**config.mk**
```make
export PLATFORM = sky130hd
export DESIGN_NAME = nonce_scheduler
export DESIGN_NICKNAME = d
export VERILOG_FILES = /design/src/rtl/nonce_scheduler.sv
export SDC_FILE = /design/constraint.sdc
export NUM_CORES = 1
export LEC_CHECK = 0
export BUFFER_PORTS_ARGS = -buffer_cell sky130_fd_sc_hd__buf_2
export CORE_AREA = 2 2 260 262
export CTS_CLUSTER_SIZE = 16
export DETAILED_ROUTE_END_ITERATION = 10
export DIE_AREA = 0 0 262 264
export PLACE_DENSITY = 0.82
export SYNTH_ARGS = -nofsm -noshare
export SYNTH_HDL_FRONTEND = slang
export SYNTH_SLANG_ARGS = --single-unit
```
**constraint.sdc**
```tcl
create_clock -name clk -period 63.5 [get_ports clk]
set_clock_uncertainty 0.2 [all_clocks]
set_input_delay 3.175 -clock clk [delete_from_list [all_inputs] [get_ports clk]]
set_output_delay 3.175 -clock clk [all_outputs]
set_load 0.1 [all_outputs]
```
**src/rtl/nonce_scheduler.sv**
```systemverilog
// Batch scheduler for a bank of parallel SHA-256 workers: launches the two
// compression phases per batch, scans the final H0 lanes for a hit below target.
module nonce_scheduler #(
    parameter int NUM_WORKERS = 16,
    parameter int TIMEOUT     = 255
) (
    input  logic                      clk,
    input  logic                      reset,
    input  logic                      start,
    input  logic                      abort,
    input  logic [31:0]               target,
    input  logic [15:0]               max_batches,
    output logic                      wk_start,
    output logic                      wk_phase_sel,
    output logic [31:0]               wk_nonce_base,
    input  logic [NUM_WORKERS-1:0]    wk_finish,
    input  logic [NUM_WORKERS*32-1:0] wk_h0,
    output logic                      busy,
    output logic                      done,
    output logic                      found,
    output logic [31:0]               found_nonce,
    output logic [15:0]               batches_run,
    output logic                      error
);

    // state   | meaning
    // IDLE    | waiting for start
    // LAUNCH2 | start pulse, second-block compression
    // WAIT2   | collecting phase-2 finish flags
    // LAUNCH3 | start pulse, final hash
    // WAIT3   | collecting phase-3 finish flags
    // CHECK   | scan registered H0 lanes, advance batch
    // DONE    | completion pulse
    typedef enum logic [2:0] {IDLE, LAUNCH2, WAIT2, LAUNCH3, WAIT3, CHECK, DONE} state_t;

    localparam int TW = (TIMEOUT < 2) ? 1 : $clog2(TIMEOUT);
    localparam int IW = (NUM_WORKERS < 2) ? 1 : $clog2(NUM_WORKERS);
    localparam logic [TW-1:0] TMR_LOAD = TW'(TIMEOUT - 1);

    state_t                      state_q, state_d;
    logic [NUM_WORKERS-1:0]      mask_q, mask_d;
    logic [TW-1:0]               timer_q, timer_d;
    logic                        abort_q, abort_d;
    logic [31:0]                 target_q, target_d;
    logic [15:0]                 maxb_q, maxb_d;
    logic [31:0]                 base_q, base_d;
    logic                        found_q, found_d;
    logic [31:0]                 fnonce_q, fnonce_d;
    logic [15:0]                 brun_q, brun_d;
    logic                        error_q, error_d;
    logic [NUM_WORKERS-1:0][31:0] h0_q;
    logic                        h0_load;

    logic                        all_done;
    logic                        hit_any;
    logic [IW-1:0]               hit_idx;
    logic [15:0]                 brun_inc;

    assign all_done = &(mask_q | wk_finish);
    assign brun_inc = brun_q + 16'd1;

    // Walk downward so the lowest hitting index wins.
    always_comb begin
        hit_any = 1'b0;
        hit_idx = '0;
        for (int i = NUM_WORKERS - 1; i >= 0; i--) begin
            if (h0_q[i] < target_q) begin
                hit_any = 1'b1;
                hit_idx = IW'(i);
            end
        end
    end

    always_comb begin
        state_d  = state_q;
        mask_d   = mask_q;
        timer_d  = timer_q;
        abort_d  = abort_q | (abort && state_q != IDLE);
        target_d = target_q;
        maxb_d   = maxb_q;
        base_d   = base_q;
        found_d  = found_q;
        fnonce_d = fnonce_q;
        brun_d   = brun_q;
        error_d  = error_q;
        h0_load  = 1'b0;
        case (state_q)
            IDLE: begin
                if (start) begin
                    found_d  = 1'b0;
                    fnonce_d = '0;
                    brun_d   = '0;
                    error_d  = 1'b0;
                    base_d   = '0;
                    abort_d  = 1'b0;
                    mask_d   = '0;
                    target_d = target;
                    maxb_d   = max_batches;
                    state_d  = (max_batches == 16'd0) ? DONE : LAUNCH2;
                end
            end
            LAUNCH2, LAUNCH3: begin
                mask_d  = '0;
                timer_d = TMR_LOAD;
                state_d = (state_q == LAUNCH2) ? WAIT2 : WAIT3;
            end
            WAIT2, WAIT3: begin
                mask_d = mask_q | wk_finish;
                if (all_done) begin
                    state_d = (state_q == WAIT2) ? LAUNCH3 : CHECK;
                    h0_load = (state_q == WAIT3);
                end else if (timer_q == '0) begin
                    error_d = 1'b1;
                    state_d = DONE;
                end else begin
                    timer_d = timer_q - 1'b1;
                end
            end
            CHECK: begin
                brun_d = brun_inc;
                if (hit_any) begin
                    found_d  = 1'b1;
                    fnonce_d = base_q + 32'(hit_idx);
                    state_d  = DONE;
                end else begin
                    base_d  = base_q + 32'(NUM_WORKERS);
                    state_d = (brun_inc == maxb_q || abort_q) ? DONE : LAUNCH2;
                end
            end
            DONE:    state_d = IDLE;
            default: state_d = IDLE;
        endcase
    end

    always_ff @(posedge clk) begin
        if (reset) begin
            state_q  <= IDLE;
            mask_q   <= '0;
            timer_q  <= '0;
            abort_q  <= 1'b0;
            target_q <= '0;
            maxb_q   <= '0;
            base_q   <= '0;
            found_q  <= 1'b0;
            fnonce_q <= '0;
            brun_q   <= '0;
            error_q  <= 1'b0;
        end else begin
            state_q  <= state_d;
            mask_q   <= mask_d;
            timer_q  <= timer_d;
            abort_q  <= abort_d;
            target_q <= target_d;
            maxb_q   <= maxb_d;
            base_q   <= base_d;
            found_q  <= found_d;
            fnonce_q <= fnonce_d;
            brun_q   <= brun_d;
            error_q  <= error_d;
        end
    end

    // Lane snapshot is only consumed in CHECK, so it needs no reset.
    always_ff @(posedge clk) begin
        if (h0_load) h0_q <= wk_h0;
    end

    assign wk_start      = (state_q == LAUNCH2) || (state_q == LAUNCH3);
    assign wk_phase_sel  = (state_q == LAUNCH3) || (state_q == WAIT3);
    assign wk_nonce_base = base_q;
    assign busy          = (state_q != IDLE);
    assign done          = (state_q == DONE);
    assign found         = found_q;
    assign found_nonce   = fnonce_q;
    assign batches_run   = brun_q;
    assign error         = error_q;

endmodule

```
# After elaboration in Yosys (flattened, before gate mapping)
# Cells that the tools add are included.
# Widths: inputs -> output; s select.
# classes
add_sub_neg	4
order_cmp	16
eq_ne	14
muxes	62
bitwise_logic	2
reduce_logical	23
# ops
op	n
$lt 32x32->1	16
$pmux 32 s2	2
$mux 32	3
$mux 4	16
$pmux 16 s3	1
$add 32x4->32	1
$add 32x5->32 const B	1
$pmux 16 s2	1
$mux 1	24
$mux 3	8
$add 16x1->16 const B	1
$eq 16x16->1	1
$logic_not 16->1	1
$mux 16	1
$mux 8	2
$or 16x16->16	1
$pmux 8 s2	1
$reduce_and 16->1	1
$ne 2x2->1 const B	6
$pmux 3 s4	1
$eq 3x3->1 const B	3
$reduce_and 3->1	3
$logic_not 8->1	1
$reduce_and 2->1	4
13 further kinds	21
# word_totals
ff_bits	670
input_bits	580
output_inout_bits	86

# Logic depth before layout (Yosys ltp)
# depth
word_depth	20
mapped_depth	17
depth_no_buf	17

# Worst setup path before layout
# No wires, ideal clock.
# synth_path
path_type	input to register
startpoint	input wk_finish[15]
endpoint	register h0_q[0] (netlist bit) (enable)
setup_ns	1.402
arrival_ns	24.903
t_required_ns	61.898
setup_slack_ns	36.995
path_stages	4
cell_sequence	o22ai_1 -> nor2_1 -> nand4_1 -> nor2_1
# synth_between
elab_chain_cells	4
# synth_rtl
item	line	rtl
start: declaration	16	input logic [NUM_WORKERS-1:0] wk_finish,
$or 16x16->16	59	assign all_done = &(mask_q | wk_finish);
$reduce_and 16->1	59	
$mux 1	109	if (all_done) begin
$mux 1	87	case (state_q)
via h0_load	52	logic h0_load;
end signal: assignment	165	if (h0_load) h0_q <= wk_h0;
end: declaration	51	logic [NUM_WORKERS-1:0][31:0] h0_q;
# The timed path passes the listed nets, and every way through them passes these cells.
# A chain may end at the register's enable or synchronous reset.

# Worst setup path after layout
# layout_path
startpoint	input wk_finish[1]
endpoint	register h0_q[170] (netlist bit) (enable)
# The elaborated chain is that of the path after synthesis.

==> qor.csv <==
stage,metric,value,unit
die,Std-Cell Rows,95,
critical_path,Reg2Reg Depth,11,
drt,met3 WL post-DR,8.68,mm
critical_path,Crit Path Class,in -> reg,
sta,Final setup viols,0,
global_routing,total gr overflow,0,
critical_path,RR Startpoint,target_q[26],
min_path,Worst Hold Path EP,target_q[16],
placement,hpwl dp,74.4,mm
drt,top layer in use,met5,
placement,Port Buffers,661,
die,Die X,262,um
critical_path,CP Launch Type,primary input,
sta,Fin Hold WS,0.257,ns
cts,Clock Latency Late Sink,0.62,ns
cells_and_area,Final #Nets,4431,
sta,fmax,138,MHz
logic_synthesis,Synth area leaders,"edfxtp_1 (47%), ha_1 (19%), dfxtp_1 (9.3%), a21oi_1 (3.9%), nand2_1 (2.5%)",
cts,Root Buffer,clkbuf_16,
logic_synthesis,syn_area_per_cell,12.5,um^2
cts,Clock Sinks,666,
global_routing,All-Layer GR Usage,0.282,
pwr,Pwr Total,1.21,mW
die,Top Ports,666,
pwr,Lkg Pwr,16.1,nW
sta,Pins Over Slew Limit,0,
global_routing,vias in the first global route,24500,
die,die span in y,264,um
logic_synthesis,post-synth top area share,0.466,
critical_path,CP startpoint,wk_finish[1],
drt,drt total wl,101,mm
drt,routed via count,25300,
cts,# H-tree levels,3,
critical_path,worst-path fanout max,92,
cts,clock buffer depth,3,
critical_path,reg2reg setup slack,57.69,ns
cells_and_area,Final Util,0.601,
pwr,PD cells,30.1,mW/mm^2
cells_and_area,final-layout fill cell count,5207,
logic_synthesis,top_reg_cell synth,edfxtp_1,
flow_run,max-cap check violation count,0,
cts,Post-CTS Setup Inserts,0,
cts,"Clk pin slew, worst setup/hold paths",0.05,ns
drt,ANT nets after route,0,
pwr,Peak VDD IR,0.0000222,V
cells_and_area,layout cell share with drive strength beyond 1,0.243,
critical_path,Crit path max-delay family,buffers and inverters,
cts,number of buffers created by CTS,73,
logic_synthesis,"Cell Area, Synth",0.0330,mm^2
cells_and_area,post-route cell area,0.0400,mm^2
placement,GP Congestion,0.929,
logic_synthesis,"Seq/Total Area, Yosys",0.560,
drt,M1 WL,38.0,mm
sta,RSZ-0062 raised after global routing,no,
logic_synthesis,post-synthesis async set-or-reset flop share,0,
logic_synthesis,Post-Syn Instances,2631,
drt,Avg Vias per Cell,5.84,
min_path,Hold Crit Start,target_q[16],
sta,Final Cycle Share,0.114,
global_routing,initial antenna violation count,57,
sta,Rel. slew slack,0.212,
die,Starting Density,0.495,
critical_path,cell mode on critical path,buf_4,
drt,WL met2,48.1,mm
cts,TritonCTS clock tree,built,
placement,DP Area,0.0375,mm^2
sta,endpoints failing hold,0,
global_routing,global-route wire length before repair,143,mm
critical_path,"Slowest-stage cell, CP",buf_4,
placement,Setup WS pre-CTS,55.63,ns
drt,DRT Pass-1 Iters,6,
sta,post-layout min period,7.25,ns
die,die area,0.0692,mm^2
logic_synthesis,Syn. warnings,0,
sta,Worst Slack Setup Final,56.25,ns
logic_synthesis,cell taking the most area after synthesis,edfxtp_1,
run_status,status,"finished, final reports clean",
cts,"Hold-fix buffers, CTS",0,
critical_path,crit-path cells,buf_2 > o22ai_1 > nor2_1 > nand4_1 > nor2_4 > buf_4 > buf_4 > buf_4,
critical_path,delay of the slowest critical-path stage,0.99,ns
logic_synthesis,synthesized flop and latch total,666,
critical_path,Worst setup EP type,register,
logic_synthesis,post-synth cell types,72,
min_path,Hold WC Path Type,reg -> reg,
critical_path,Bufs and invs on worst path,4,
logic_synthesis,Post-synth EDFFs,512,
sta,Slew @ Worst Pin,1.18,ns
critical_path,Required @ worst endpoint,63.52,ns
die,Core Region,0.0666,mm^2
min_path,WHS Path Cells,2,
cells_and_area,Post-Layout Cell Count,4326,
cells_and_area,area delta synth->final,21.4,%
sta,Setup TNS,0,ns
placement,dpl cells,4148,
critical_path,RR Endpoint,wk_nonce_base[31],
global_routing,largest net degree at the start of global routing,181,
drt,1st-iter DRT viols,2254,
drt,Routed WL per cell,23.3,um
cts,post-CTS resize count,0,
critical_path,CP arrival,7.28,ns
drt,DRC Markers,0,
-- worst max-delay path by stage --
| stage | end | slack [ns] | depth (start not counted) |
|---|---|---|---|
| global placement | h0_q[204] | 55.75 | 8 |
| detailed placement | h0_q[206] | 55.63 | 8 |
| global route | h0_q[391] | 56.04 | 8 |
| CTS | h0_q[458] | 56.37 | 8 |
| finish | h0_q[170] | 56.25 | 8 |
| floorplan | h0_q[0] | 36.99 | 4 |
-- registers in the layout, indices dropped and copies added, names as in the netlist --
name,count
found_nonce,32
abort_q,1
timer_q,8
state_q,3
mask_q,16
found,1
batches_run,16
target_q,32
wk_nonce_base,28
h0_q,512
maxb_q,16
error,1
-- report_power, final --
part	switching [mW]	internal, mW
combinational	0.175	0.0995
sequential	0.00938	0.481
clock	0.178	0.264
-- synthesized netlist by cell type (7+ instances only) --
| cell type | count |
|---|---|
| and3_1 | 22 |
| a211o_1 | 7 |
| nand4_1 | 84 |
| or4_1 | 9 |
| clkbuf_1 | 50 |
| a21oi_1 | 258 |
| a221oi_1 | 12 |
| nor3_1 | 25 |
| a211oi_1 | 23 |
| o211ai_1 | 14 |
| inv_1 | 58 |
| a31oi_1 | 14 |
| xor2_1 | 17 |
| a22oi_1 | 7 |
| nor2b_1 | 17 |
| o21ai_0 | 82 |
| nand3_1 | 63 |
| xnor2_1 | 40 |
| dfxtp_1 | 154 |
| or3_1 | 9 |
| nor2_1 | 130 |
| a22o_1 | 30 |
| edfxtp_1 | 512 |
| ha_1 | 501 |
| a21o_1 | 92 |
| nand2b_1 | 13 |
| nand2_1 | 220 |
| o21a_1 | 18 |
| nor4_1 | 15 |
| and4_1 | 14 |
| o22ai_1 | 12 |
| o31ai_1 | 13 |
-- metal layers --
layer  up-vias  GRT usage
li1      11700          -
met3       302     0.0625
met4        38      0.154
met2      1182      0.464
met5         -          0
met1     12100      0.342
-- worst register-to-register path: cells and delay by family (launching register included) --
kind	cells	cell delay, ns
adders and majority gates	1	0.28
AOI/OAI and AO/OA	3	1.36
buffers and inverters	1	0.82
DFF	1	0.31
and+or+nand+nor	6	2.73
-- cell families (layout without fill, tap and decap cells) --
group / Yosys count / after routing / synth area share
fa+ha+maj: 501 / 501 / 0.190
buf+inv: 115 / 884 / 0.0138
other cells: 1 / 54 / 0.000114
simple gates: 649 / 649 / 0.0968
compound gates: 637 / 637 / 0.123
xor+xnor: 57 / 57 / 0.0151
mux: 5 / 5 / 0.00152
flops: 666 / 666 / 0.560
-- placed cells by master, fill, tap and decap left out, types with 58 or more instances in the layout --
master,n
inv_1,58
nor2_1,128
nand2_1,219
dfxtp_1,154
edfxtp_1,512
a21oi_1,257
nand4_1,84
nand3_1,63
buf_2,661
ha_1,501
clkbuf_16,73
a21o_1,92
o21ai_0,82
-- cell type report --
type	count	area, um^2	share of cell area
flip-flops and latches	666	18500	0.461
multi-input cells	1854	14100	0.352
repair buffers	697	3590	0.0897
clock buffers	90	1910	0.0477
well taps	873	1090	0.0273
clock inverters	39	541	0.0135
inverters	58	218	0.00544
diodes	49	123	0.00306
Note: power is estimated with default switching activity, not from simulation.
